===== src/rtl/rvic_pkg.sv =====
// Shared RVIC types: source vector width and acknowledge ID encoding.
package rvic_pkg;
    localparam int unsigned RVIC_MAX_SRC = 32;
    localparam int unsigned RVIC_ID_W    = 8;

    typedef logic [RVIC_ID_W-1:0]    rvic_id_t;
    typedef logic [RVIC_MAX_SRC-1:0] rvic_src_t;
endpackage


===== src/rtl/rvic_gw_chan.sv =====
// One interrupt source: 2-flop synchroniser, optional glitch filter (RVIC_GW_FILTER_EN),
// then a level pass-through or a sticky rising-edge pending bit cleared by acknowledge.
module rvic_gw_chan #(
    parameter bit          EDGE          = 1'b0,
    parameter int unsigned FILTER_CYCLES = 4
) (
    input  logic clk_i,
    input  logic rst_ni,
    input  logic raw_i,
    input  logic ack_i,
    output logic src_o
);
    logic s1_q, s2_q;
    logic f;
    logic out_q, out_d;

    always_ff @(posedge clk_i or negedge rst_ni) begin
        if (!rst_ni) begin
            s1_q <= 1'b0;
            s2_q <= 1'b0;
        end else begin
            s1_q <= raw_i;
            s2_q <= s1_q;
        end
    end

`ifdef RVIC_GW_FILTER_EN
    localparam logic [3:0] CNT_MAX = 4'(FILTER_CYCLES - 1);

    logic       f_q, f_d;
    logic [3:0] cnt_q, cnt_d;

    // cnt counts consecutive samples disagreeing with f; it resets before it could wrap
    always_comb begin
        f_d   = f_q;
        cnt_d = cnt_q;
        if (s2_q == f_q) begin
            cnt_d = '0;
        end else if (cnt_q == CNT_MAX) begin
            f_d   = s2_q;
            cnt_d = '0;
        end else begin
            cnt_d = cnt_q + 4'd1;
        end
    end

    always_ff @(posedge clk_i or negedge rst_ni) begin
        if (!rst_ni) begin
            f_q   <= 1'b0;
            cnt_q <= '0;
        end else begin
            f_q   <= f_d;
            cnt_q <= cnt_d;
        end
    end

    assign f = f_q;
`else
    assign f = s2_q;
`endif

    if (EDGE) begin : g_edge
        logic fd_q;

        always_ff @(posedge clk_i or negedge rst_ni) begin
            if (!rst_ni) fd_q <= 1'b0;
            else         fd_q <= f;
        end

        // a fresh rise beats a simultaneous acknowledge so the new edge is never lost
        always_comb begin
            out_d = out_q;
            if (f && !fd_q) out_d = 1'b1;
            else if (ack_i) out_d = 1'b0;
        end
    end else begin : g_level
        always_comb begin
            out_d = f;
        end
    end

    always_ff @(posedge clk_i or negedge rst_ni) begin
        if (!rst_ni) out_q <= 1'b0;
        else         out_q <= out_d;
    end

    assign src_o = out_q;
endmodule


===== src/rtl/rvic_gateway.sv =====
// Interrupt source gateway in front of the RVIC: NUM_SRC conditioned channels plus ack-ID decode.
// Glitch filter is compiled in with `define RVIC_GW_FILTER_EN.
module rvic_gateway
    import rvic_pkg::*;
#(
    parameter int unsigned  NUM_SRC       = 32,
    parameter logic [31:0]  EDGE_MASK     = 32'h0,
    parameter int unsigned  FILTER_CYCLES = 4
) (
    input  logic      clk_i,
    input  logic      rst_ni,
    input  rvic_src_t raw_i,
    input  logic      ack_valid_i,
    input  rvic_id_t  ack_id_i,
    output rvic_src_t src_o
);
    logic [NUM_SRC-1:0] ack_clr;

    for (genvar n = 0; n < NUM_SRC; n++) begin : g_chan
        // IDs at or above NUM_SRC match no channel and are silently dropped
        assign ack_clr[n] = ack_valid_i && (ack_id_i == RVIC_ID_W'(n));

        rvic_gw_chan #(
            .EDGE          (EDGE_MASK[n]),
            .FILTER_CYCLES (FILTER_CYCLES)
        ) u_chan (
            .clk_i  (clk_i),
            .rst_ni (rst_ni),
            .raw_i  (raw_i[n]),
            .ack_i  (ack_clr[n]),
            .src_o  (src_o[n])
        );
    end

    if (NUM_SRC < RVIC_MAX_SRC) begin : g_tie
        assign src_o[RVIC_MAX_SRC-1:NUM_SRC] = '0;
    end
endmodule

===== config.mk =====
export PLATFORM = sky130hd
export DESIGN_NAME = rvic_gateway
export DESIGN_NICKNAME = d
export VERILOG_FILES = /design/src/rtl/rvic_pkg.sv /design/src/rtl/rvic_gw_chan.sv /design/src/rtl/rvic_gateway.sv
export SDC_FILE = /design/constraint.sdc
export NUM_CORES = 1
export LEC_CHECK = 0
export BUFFER_PORTS_ARGS = -buffer_cell sky130_fd_sc_hd__buf_2
export CAP_MARGIN = 20
export CORE_MARGIN = 4
export CORE_UTILIZATION = 35
export DETAILED_ROUTE_END_ITERATION = 8
export PLACE_DENSITY_LB_ADDON = 0.15
export SLEW_MARGIN = 20
export SYNTH_ARGS = -nofsm -noshare
export SYNTH_HDL_FRONTEND = slang
export SYNTH_SLANG_ARGS = --single-unit

===== constraint.sdc =====
create_clock -name clk_i -period 0.8 [get_ports clk_i]
set_clock_uncertainty 0.05 [all_clocks]
set_input_delay 0 -clock clk_i [delete_from_list [all_inputs] [get_ports clk_i]]
set_output_delay 0 -clock clk_i [all_outputs]
set_load 0.005 [all_outputs]

==> results of run 1 <==
## layout by cell type (no fill, tap or decap)
cell           count
dfrtp_1           96
buf_2             64
dlygate4sd3_1     33
clkbuf_8          10
bufinv_16          3
buf_12             2
clkbuf_1           1
clkinv_2           1
clkinv_4           1
buf_4              1
## metal layers
layer  GRT usage [%]  vias to the layer above  routed length, um
li1                -                      515                  -
met1            7.93                      595               1170
met2            15.4                       42               1930
met3            3.11                       11                224
met4            6.73                        0                119
met5               0                        -                  0
## final timing paths
kind	startpoint	endpoint	slack (ps)	cells after the start
worst max-delay path	g_chan[12].u_chan.src_o	src_o[12]	-80	1
worst min-delay path	rst_ni	g_chan[2].u_chan.src_o	140	3
worst max register to register	g_chan[22].u_chan.s1_q	g_chan[22].u_chan.f	260	0
worst min register to register	g_chan[11].u_chan.f	g_chan[11].u_chan.src_o	290	0
max in group asynchronous	rst_ni	g_chan[12].u_chan.f	270	3
min in group clk_i	raw_i[31]	g_chan[31].u_chan.s1_q	240	2
## logic make-up (layout without fill, tap and decap cells)
group	count (synthesis)	after routing
flops	96	96
buf+inv	32	116
## power by group through the flow
stage / combinational (uW) / clock, uW / sequential [uW]
after global routing: 458 / 3970 / 5180
after detailed placement: 296 / 0 / 5250
final: 406 / 3600 / 5150
after CTS: 421 / 3770 / 5160
after floorplan: 128 / 0 / 5230
after global placement: 288 / 0 / 5240
## synthesized netlist by cell type
library cell  count
buf_4            32
dfrtp_1          96
## flip-flops by register name (all words and copies together), names as in the netlist
name and count:
g_chan.u_chan.src_o 32, g_chan.u_chan.f 32, g_chan.u_chan.s1_q 32
## final cells by class
class                 count  area, um^2
sequential               96        2400
tap                      99         124
clock inverter            5         104
timing repair buffer    100         698
fill                    654        3820
clock buffer             11         141
## repair_timing
item,CTS,global route
hold endpoints to repair,128,0
pin swaps,0,0
setup buffers,0,0
setup endpoints to repair,32,32
hold buffers,33,0
## through the flow
step	setup TNS (ps)	instances
after global routing	-3800	311
after floorplan	0	128
final	-2270	311
after CTS	-3250	311
after global placement	0	262
after detailed placement	0	262
==> flow_summary.toml, run 1 <==
[floorplan]
initial_core_util_pct = 36.2
design.portCount = 75
core_mm2 = 0.00729
die_w_um = 94.9
chipHeight_um = 94.9
dieArea_mm2 = 0.00900
rows = 31

[critical_path]
path_class = "reg2out"
critPathCaptureType = "output port"
cp.arrival_ps = 830
critPathSlowestCell = "dfrtp_1"
slowest_delay_ps = 370
startpoint_type = "flip-flop"
worstPathCellList = "buf_2"
path_max_fanout = 1
critPathTopFamily = "flip-flops"
worstPathRequired_ps = 750
crit_buf_inv = 1

[synthesis]
ys_warn_count = 0
synth_simple_gate_area_share_pct = 0
synth_compound_area_share_pct = 0
synthXorXnorAreaFrac_pct = 0
syn_nets = 171
synth_fa_ha_area_share_pct = 0
synth_top_area_cell = "dfrtp_1"
synth_area_mm2 = 0.00264
synth_top_area_share_pct = 90.9
muxShareOfSynthArea_pct = 0
yosys-top-cells-area = "dfrtp_1 (91%), buf_4 (9.1%)"
ys_types = 2
seq_area_frac_synth_pct = 90.9
synth_top_family_by_area = "buffers and inverters"
syn_inst = 128
avgSynthCellArea_um2 = 20.6
ys_ff_latch = 96

[final_layout]
drive_above_1_share_pct = 38.7
final_core_util_pct = 47.6
syn2layout_area_growth_pct = 31.3
multi_input_area_um2 = 0
nMultiInputCombCells = 0
fin_area_mm2 = 0.00347
diodes = 0
fin_nets = 250

[sta]
layout_setup_ws_ps = -81.8
report.final.slew_viol_count = 0
period_share_pct = 110
min_period_ps = 882
max_freq_mhz = 1130
hold_viol = 0
worstMarginPinSlew_ps = 290
slew_headroom_pct = 80.7
setup_violations = 32
hold_ws_ps = 142
rsz0062_at_grt = "true"

[power]
finalPower_uw = 9160
p_int_uw = 7490
swShare_pct = 18.3
switching_power_uw = 1670
cellPowerDensity_mw_per_mm2 = 2640
leakagePower_uw = 0.00166
p_clk_share_pct = 39.4
power_frac_comb_pct = 4.4
vdd_drop_max_uv = 1130
p_seq_share_pct = 56.2

[routing]
drc = 0
drtIter0Drc = 7
drt-wirelength-per-cell_um = 11.1
drt_wl_total_um = 3450
routed_via_density = 3.74
drtPass1Iterations = 3
ant_nets = 0
route.vias.total = 1163

[clock_tree]
cts_tree = "built"
clk_path_buf_depth = 2
root_buffer = "clkbuf_8"
insertion_delay_ps = 340
cts-htree-levels = 3
cts_resized = 0
cts.sinks = 96
cts_buffers = 9
clk_pin_slew_ps = 80

[global_routing]
grt_pass1_wl_um = 5660
antenna_found_initial = 0
track_usage_pct = 8.69
grt_pass1_vias = 1308
grt-ovfl-total = 0
grt_max_degree = 59

[outcome]
status = "finished, violations left"
violations = "negative setup slack"

[placed_design]
place_ws_ps = 261
globalplace.congestion = 0.592
place_area_mm2 = 0.00289
portBuffers = 65

[hold_path]
hold_path_class = "in2async"

[job]
cap_violations = 0
Power figures use the tool's default switching activity.
==> run 2, diff against run 1 <==
--- a/config.mk
+++ b/config.mk
@@ -7,6 +7,8 @@
 export LEC_CHECK = 0
 export BUFFER_PORTS_ARGS = -buffer_cell sky130_fd_sc_hd__buf_2
 export CAP_MARGIN = 20
+export CELL_PAD_IN_SITES_DETAIL_PLACEMENT = 0
+export CELL_PAD_IN_SITES_GLOBAL_PLACEMENT = 1
 export CORE_MARGIN = 4
 export CORE_UTILIZATION = 35
 export DETAILED_ROUTE_END_ITERATION = 8
==> flow_summary.toml, run 2 (synthesis gave the netlist of run 1 again) <==
[power]
vdd_drop_max_uv = 992
p_clk_share_pct = 32.6
p_seq_share_pct = 62.4
leakagePower_uw = 0.00162
power_frac_comb_pct = 4.9
cellPowerDensity_mw_per_mm2 = 2430
p_int_uw = 6470
swShare_pct = 21.5
switching_power_uw = 1770

[routing]
route.vias.total = 1134
drt_wl_total_um = 3370
ant_nets = 0
drc = 0
routed_via_density = 3.66
drtIter0Drc = 10
drtPass1Iterations = 3
drt-wirelength-per-cell_um = 10.9

[clock_tree]
cts-htree-levels = 3
clk_pin_slew_ps = 90
clk_path_buf_depth = 2
cts_hold_buf = 33
cts_tree = "built"
root_buffer = "clkbuf_8"
postCtsSetupBuffers = 0
cts_buffers = 9
insertion_delay_ps = 350
cts.sinks = 96

[sta]
rsz0062_at_grt = "true"
max_freq_mhz = 1120
setup_violations = 32
layout_setup_ws_ps = -91.3
report.final.slew_viol_count = 0
min_period_ps = 891
period_share_pct = 111
hold_ws_ps = -28.6
slew_headroom_pct = 83.3
worstMarginPinSlew_ps = 250
hold_viol = 9

[job]
cap_violations = 0

[global_routing]
track_usage_pct = 8.60
antenna_found_initial = 0
grt_max_degree = 50
grt-ovfl-total = 0
grt_pass1_wl_um = 5490
grt_pass1_vias = 1195

[floorplan]
dieArea_mm2 = 0.00900
rows = 31
core_mm2 = 0.00729
chipHeight_um = 94.9
initial_core_util_pct = 36.2
die_w_um = 94.9
design.portCount = 75

[final_layout]
syn2layout_area_growth_pct = 28.5
seq_area_mm2 = 0.00240
multi_input_area_um2 = 0
final_cell_mix = "dfrtp_1 (96), buf_2 (64), dlygate4sd3_1 (33)"
drive_above_1_share_pct = 38.4
mostFrequentLayoutCell = "dfrtp_1"
diodes = 0
fin_area_mm2 = 0.00339
nMultiInputCombCells = 0
n_fill_cell = 658
fin_nets = 250

[placed_design]
portBuffers = 65
globalplace.congestion = 0.627
place_ws_ps = 262
dp_hpwl_um = 2240
place_area_mm2 = 0.00289

[critical_path]
cp.arrival_ps = 840
critPathCaptureType = "output port"
worstPathRequired_ps = 750
slowest_delay_ps = 370
r2r_start = "g_chan[25].u_chan.s1_q"
critPathTopFamily = "flip-flops"
path_class = "reg2out"
critPathSlowestCell = "dfrtp_1"
r2r_slack_ps = 250
crit_buf_inv = 1
path_max_fanout = 1
r2r_cells = 0
worstPathCellList = "buf_2"
r2r_end = "g_chan[25].u_chan.f"
startpoint_type = "flip-flop"

[outcome]
violations = "negative hold slack, negative setup slack"
status = "finished, violations left"

[hold_path]
hold_path_class = "in2async"
## run 2: changes by cell type in the layout (fill, tap and decap cells not counted)
cell / change
bufinv_16: -3
clkbuf_8: -1
clkinv_2: -1
clkinv_4: +1
clkinvlp_4: +1
inv_6: +2
## run 2: timing repair
item	CTS	global route
endpoints found under the hold margin	128	9
endpoints found under the setup margin	32	32
resized for setup	0	0
## run 2: area by class of cell
class	count	share of cell area, %
Clock inverter	5	1.25
Clock buffer	10	3.76
Sequential cell	96	70.8
Timing Repair Buffer	100	20.6
Tap cell	99	3.65
## run 2: worst max path at each step
stage,start,to,slack (ps),cells past startpoint
2_1_floorplan,g_chan[0].u_chan.src_o,src_o[0],290,1
3_3_place_gp,g_chan[22].u_chan.src_o,src_o[22],280,1
3_5_place_dp,g_chan[9].u_chan.f,g_chan[9].u_chan.src_o,260,0
4_1_cts,g_chan[27].u_chan.src_o,src_o[27],-130,1
5_1_grt,g_chan[27].u_chan.src_o,src_o[27],-140,1
6_report,g_chan[2].u_chan.src_o,src_o[2],-90,1
## run 2: per-stage QoR
stage	TNS, ps	power, uW	instances	utilization, %
detailed placement	0	5550	262	39.7
finish	-2410	8240	310	46.6
floorplan	0	5360	128	-
global route	-4090	8640	310	46.6
global placement	0	5530	262	39.7
CTS	-3400	8390	310	46.6
## run 2: power groups by stage
stage / clock network, uW / registers [uW] / logic, uW
after floorplan: 0 / 5230 / 128
after global placement: 0 / 5240 / 290
after detailed placement: 0 / 5250 / 300
after CTS: 2810 / 5150 / 424
after global routing: 3010 / 5170 / 460
final: 2690 / 5150 / 406
## run 2: per-layer routing
metal	track usage [%]	vias up	share of wire, %
li1	-	514	-
met2	14.6	38	55
met1	8.25	575	36
met4	3.97	0	2.1
met5	0	-	0
met3	5.18	7	7.8
